===== src/rtl/divu_seq.sv =====
// rtl/divu_seq.sv - sequential 32-bit unsigned restoring divider (DIVU) feeding HI/LO
// Starts on a rising edge of fn == DIVU_FN, retires one quotient bit per clock.
module divu_seq #(
   parameter int         WIDTH   = 32,
   parameter logic [5:0] DIVU_FN = 6'b011011
) (
   input  logic             clk,
   input  logic             rst_n,
   input  logic [5:0]       fn,
   input  logic [WIDTH-1:0] dividend,
   input  logic [WIDTH-1:0] divisor,
   output logic             busy,
   output logic             done,
   output logic             hilo_we,
   output logic [WIDTH-1:0] quotient,
   output logic [WIDTH-1:0] remainder,
   output logic             div_zero
);

   localparam int CW = $clog2(WIDTH + 1);

   typedef enum logic [1:0] {IDLE, RUN, DONE} state_t;

   state_t           state, state_nx;
   logic             fn_was_div;
   logic             fn_is_div;
   logic             start;
   logic             last_iter;
   logic [CW-1:0]    cnt;
   logic [WIDTH-1:0] d_reg, q_reg, r_reg;
   logic             dz;
   logic [WIDTH:0]   t;
   logic [WIDTH-1:0] q_nx, r_nx;

   assign fn_is_div = (fn == DIVU_FN);
   assign start     = (state == IDLE) && fn_is_div && !fn_was_div;
   assign last_iter = (cnt == CW'(WIDTH - 1));

   // Trial subtraction; the borrow bit decides whether the shifted remainder is restored.
   assign t    = {r_reg, q_reg[WIDTH-1]} - {1'b0, d_reg};
   assign r_nx = t[WIDTH] ? {r_reg[WIDTH-2:0], q_reg[WIDTH-1]} : t[WIDTH-1:0];
   assign q_nx = {q_reg[WIDTH-2:0], ~t[WIDTH]};

   always_ff @(posedge clk or negedge rst_n) begin
      if (!rst_n) state <= IDLE;
      else        state <= state_nx;
   end

   always_comb begin
      state_nx = state;
      case (state)
         IDLE:    if (start) state_nx = RUN;
         RUN:     if (last_iter) state_nx = DONE;
         DONE:    state_nx = IDLE;
         default: state_nx = IDLE;
      endcase
   end

   always_comb begin
      busy    = (state == RUN);
      done    = (state == DONE);
      hilo_we = (state == DONE);
   end

   always_ff @(posedge clk or negedge rst_n) begin
      if (!rst_n) begin
         fn_was_div <= 1'b0;
         cnt        <= '0;
         d_reg      <= '0;
         q_reg      <= '0;
         r_reg      <= '0;
         dz         <= 1'b0;
         quotient   <= '0;
         remainder  <= '0;
         div_zero   <= 1'b0;
      end else begin
         fn_was_div <= fn_is_div;
         if (start) begin
            d_reg     <= divisor;
            q_reg     <= dividend;
            r_reg     <= '0;
            cnt       <= '0;
            dz        <= (divisor == '0);
            quotient  <= '0;
            remainder <= '0;
            div_zero  <= 1'b0;
         end else if (state == RUN) begin
            q_reg <= q_nx;
            r_reg <= r_nx;
            cnt   <= cnt + 1'b1;
            // Results are published on the edge that enters DONE.
            if (last_iter) begin
               quotient  <= q_nx;
               remainder <= r_nx;
               div_zero  <= dz;
            end
         end
      end
   end

endmodule


===== config.mk =====
export PLATFORM = sky130hd
export DESIGN_NAME = divu_seq
export DESIGN_NICKNAME = d
export VERILOG_FILES = /design/src/rtl/divu_seq.sv
export SDC_FILE = /design/constraint.sdc
export NUM_CORES = 1
export LEC_CHECK = 0
export BUFFER_PORTS_ARGS = -buffer_cell sky130_fd_sc_hd__buf_2
export CAP_MARGIN = 20
export CORE_ASPECT_RATIO = 0.7
export CORE_MARGIN = 2
export CORE_UTILIZATION = 52
export CTS_CLUSTER_DIAMETER = 200
export DETAILED_ROUTE_END_ITERATION = 10
export PLACE_DENSITY = 0.77
export SLEW_MARGIN = 20
export SYNTH_ARGS = -nofsm -noshare
export SYNTH_HDL_FRONTEND = slang
export SYNTH_SLANG_ARGS = --single-unit

===== constraint.sdc =====
create_clock -name clk -period 3 [get_ports clk]
set_clock_uncertainty 0.05 [all_clocks]
set_input_delay 0.3 -clock clk [delete_from_list [all_inputs] [get_ports clk]]
set_output_delay 0.3 -clock clk [all_outputs]
set_load 0.005 [all_outputs]

==> impl_metrics.ini <==
[timing]
max_freq_ghz = 0.321
finalHoldViolCount = 0
holdWs_ns = 0.0385
period_share = 1.04
min_period_ns = 3.11
slew_headroom = 0.519
setup_violations = 57
worst_slack_ns = -0.114
rsz0062_at_grt = yes
worst_slew_pin_slew_ns = 0.721
drv_slew = 0

[critical_path]
cpMostUsedCell = o31a_4
cp_max_fo = 22
ff2ff_path_depth = 12
r2r_slack_ns = -0.11
crit_slowest_cell = dfrtp_1
r2r-end = r_reg[1]
crit_arrival_ns = 3.36
max_stage_delay_ns = 0.39
rr_startpoint = d_reg[0]
crit_chain = ha_2 > inv_2 > fa_2 > a211oi_2 > o211ai_1 > a41oi_2 > o31a_4 > o31a_4 > xor2_4 > buf_12 > mux2i_1 > a21oi_1
crit_path_start_kind = flop
crit_type = flop to flop
worstSetupEndpointType = flop
crit_required_ns = 3.25

[final_layout]
fillers = 1426
final_area_mm2 = 0.0111
drive_gt1_frac = 0.246
area_delta_synth_final_pct = 23.0
fin_util = 0.652
antennaDiodeCount = 0
nNetsFinal = 1324

[status]
violations = negative setup slack
outcome = finished, violations left

[floorplanning]
dieWidth_um = 162
num_rows = 40
die_h_um = 114
die_area_mm2 = 0.0185
core_mm2 = 0.0171
io_pins = 140
start_util = 0.530

[clock_tree]
cts-root-buf = clkbuf_16
insertion_delay_ns = 0.43
ctsHtreeMaxLevel = 4
cts_tree = built
cts_buffers = 17
cts_buffer_depth = 2
numClockSinks = 171
path_clk_slew_ns = 0.07

[synthesis]
synthTopCellsByArea = dfrtp_1 47%, nand2_1 8.4%, o21ai_0 6.4%
yosys.area.top_type = dfrtp_1
async_reset_ff_frac = 1.00
ys_seq_area_frac = 0.473
synth.distinct_cells = 55
synth_top_area_share = 0.473
synth_edf_count = 0
yosys_warnings = 0
dominantRegCellSynth = dfrtp_1
synth.most_common_cell = nand2_1
netlist_top_cells_count = 203 x nand2_1, 171 x dfrtp_1, 116 x o21ai_0
syn_inst = 1052
synth_nets = 1158
ys_seq_elements = 171
avgSynthCellArea_um2 = 8.59
syn-cell-area_mm2 = 0.00904

[detailed_routing]
drc = 0
drt_pass1_iterations = 5
avgRoutedWirePerCell_um = 16.9
vias = 8207
detail_route.iter0.violations = 808
vias_per_cell = 5.61
routed_wl_um = 24700
postRouteAntennaNets = 0

[pwr]
power_switching_mw = 6.28
pwr-share-clk = 0.147
sequentialPowerShare = 0.276
combPwrFrac = 0.576
finalPower_mw = 14.8
p_int_mw = 8.48
switching_share = 0.426
power_density_mw_per_mm2 = 1330
ir_worst_vdd_uv = 593
p_leak_nw = 5.32

[global_route]
antenna_found_initial = 0
grt_pass1_vias = 7956
grtUsageTotal = 0.280
grt_max_degree = 80
grt_pass1_wl_um = 40900
grt-ovfl-total = 0

[placement]
dpl.hpwl_um = 17200
gp_congestion = 0.926
place_area_mm2 = 0.0104
pre_cts_slack_ns = -0.139
io_buffers = 139

[min_path]
min_to = d_reg[13]
min_path_type = input pin to flop
hold_depth = 3
min_from = divisor[13]

[job]
drv_cap = 0
==> per-stage QoR <==
step | instances | TNS [ns]
2_1_floorplan | 1052 | -0.268
3_3_place_gp | 1424 | -0.227
3_5_place_dp | 1424 | -2.87
4_1_cts | 1458 | -3.04
5_1_grt | 1462 | -15.36
6_report | 1462 | -3.27
==> logic make-up (layout without fill, tap and decap cells) <==
group | Yosys count | count (layout) | share of synthesized area
AOI/OAI and AO/OA | 312 | 312 | 0.199
xor gates and xnor gates | 33 | 33 | 0.0341
adders and majority gates | 34 | 34 | 0.0479
buffers and inverters | 109 | 288 | 0.0490
DFF | 171 | 171 | 0.473
muxes | 19 | 19 | 0.0252
and+or+nand+nor | 374 | 374 | 0.172
==> routing by layer <==
metal | up-vias | GRT usage | part of all wire
met3 | 27 | 0.0565 | 0.068
met2 | 274 | 0.413 | 0.43
met5 | - | 0 | 0
met1 | 3963 | 0.423 | 0.49
met4 | 0 | 0.0690 | 0.014
li1 | 3943 | - | -
==> power by group through the flow <==
stage          Clock [mW]  Combinational (mW)  Sequential, mW
6_report             2.18                8.51            4.08
5_1_grt              2.30                9.39            4.19
4_1_cts              2.20                8.05            4.05
3_5_place_dp            0                7.87            4.06
3_3_place_gp            0                7.68            4.05
2_1_floorplan           0                5.30            3.93
==> how the worst max path moves through the flow <==
stage | startpoint | end | cells after the start
after floorplan | q_reg[31] | r_reg[13] | 14
after global placement | d_reg[0] | remainder[18] | 13
after detailed placement | d_reg[0] | r_reg[2] | 14
after CTS | d_reg[0] | r_reg[7] | 14
after global routing | d_reg[0] | remainder[26] | 13
final | d_reg[0] | r_reg[1] | 12
==> final cells by class <==
type,count,area (µm²),area share
clock buffer,20,437,0.0393
clock inverter,12,135,0.0122
inverter,40,150,0.0135
multi-input combinational,772,4450,0.400
sequential,171,4280,0.385
tap,231,289,0.0260
timing repair buffer,216,1380,0.124
==> cells in the final DEF (no fill, tap or decap), types with 4 or more instances in the layout <==
cell type	instances
xnor2_1	14
buf_12	6
or3_1	4
buf_6	4
mux2_4	6
a31oi_1	34
a21oi_1	97
nand3_1	10
inv_1	37
o21ai_1	6
a211oi_1	6
a21o_1	7
o211ai_1	5
nand4_1	12
a21oi_2	12
nor2_1	102
inv_6	4
buf_4	66
nor3_1	8
nor2_2	8
ha_1	32
mux2_2	6
nor4_1	9
clkbuf_16	17
nand2_1	202
nor2b_1	4
o21ai_0	114
o21a_1	10
xor2_1	18
buf_2	138
dfrtp_1	171
==> worst max-delay path: cells and delay by family (launching register included) <==
kind	cells	cell delay [ns]
AO/OA/AOI/OAI	6	1.32
XOR/XNOR	1	0.17
adder cells (fa/ha/maj)	2	0.38
buffers and inverters	2	0.27
flip-flops	1	0.39
multiplexers	1	0.37
==> timing repair <==
item                       4_1_cts  5_1_grt
hold endpoints to repair        68        0
setup endpoints to repair       57       66
setup buffers                    1        4
hold buffers                     1        0
resized for setup                9       22
pin swaps                        2        6
Note: power is estimated with default switching activity, not from simulation.
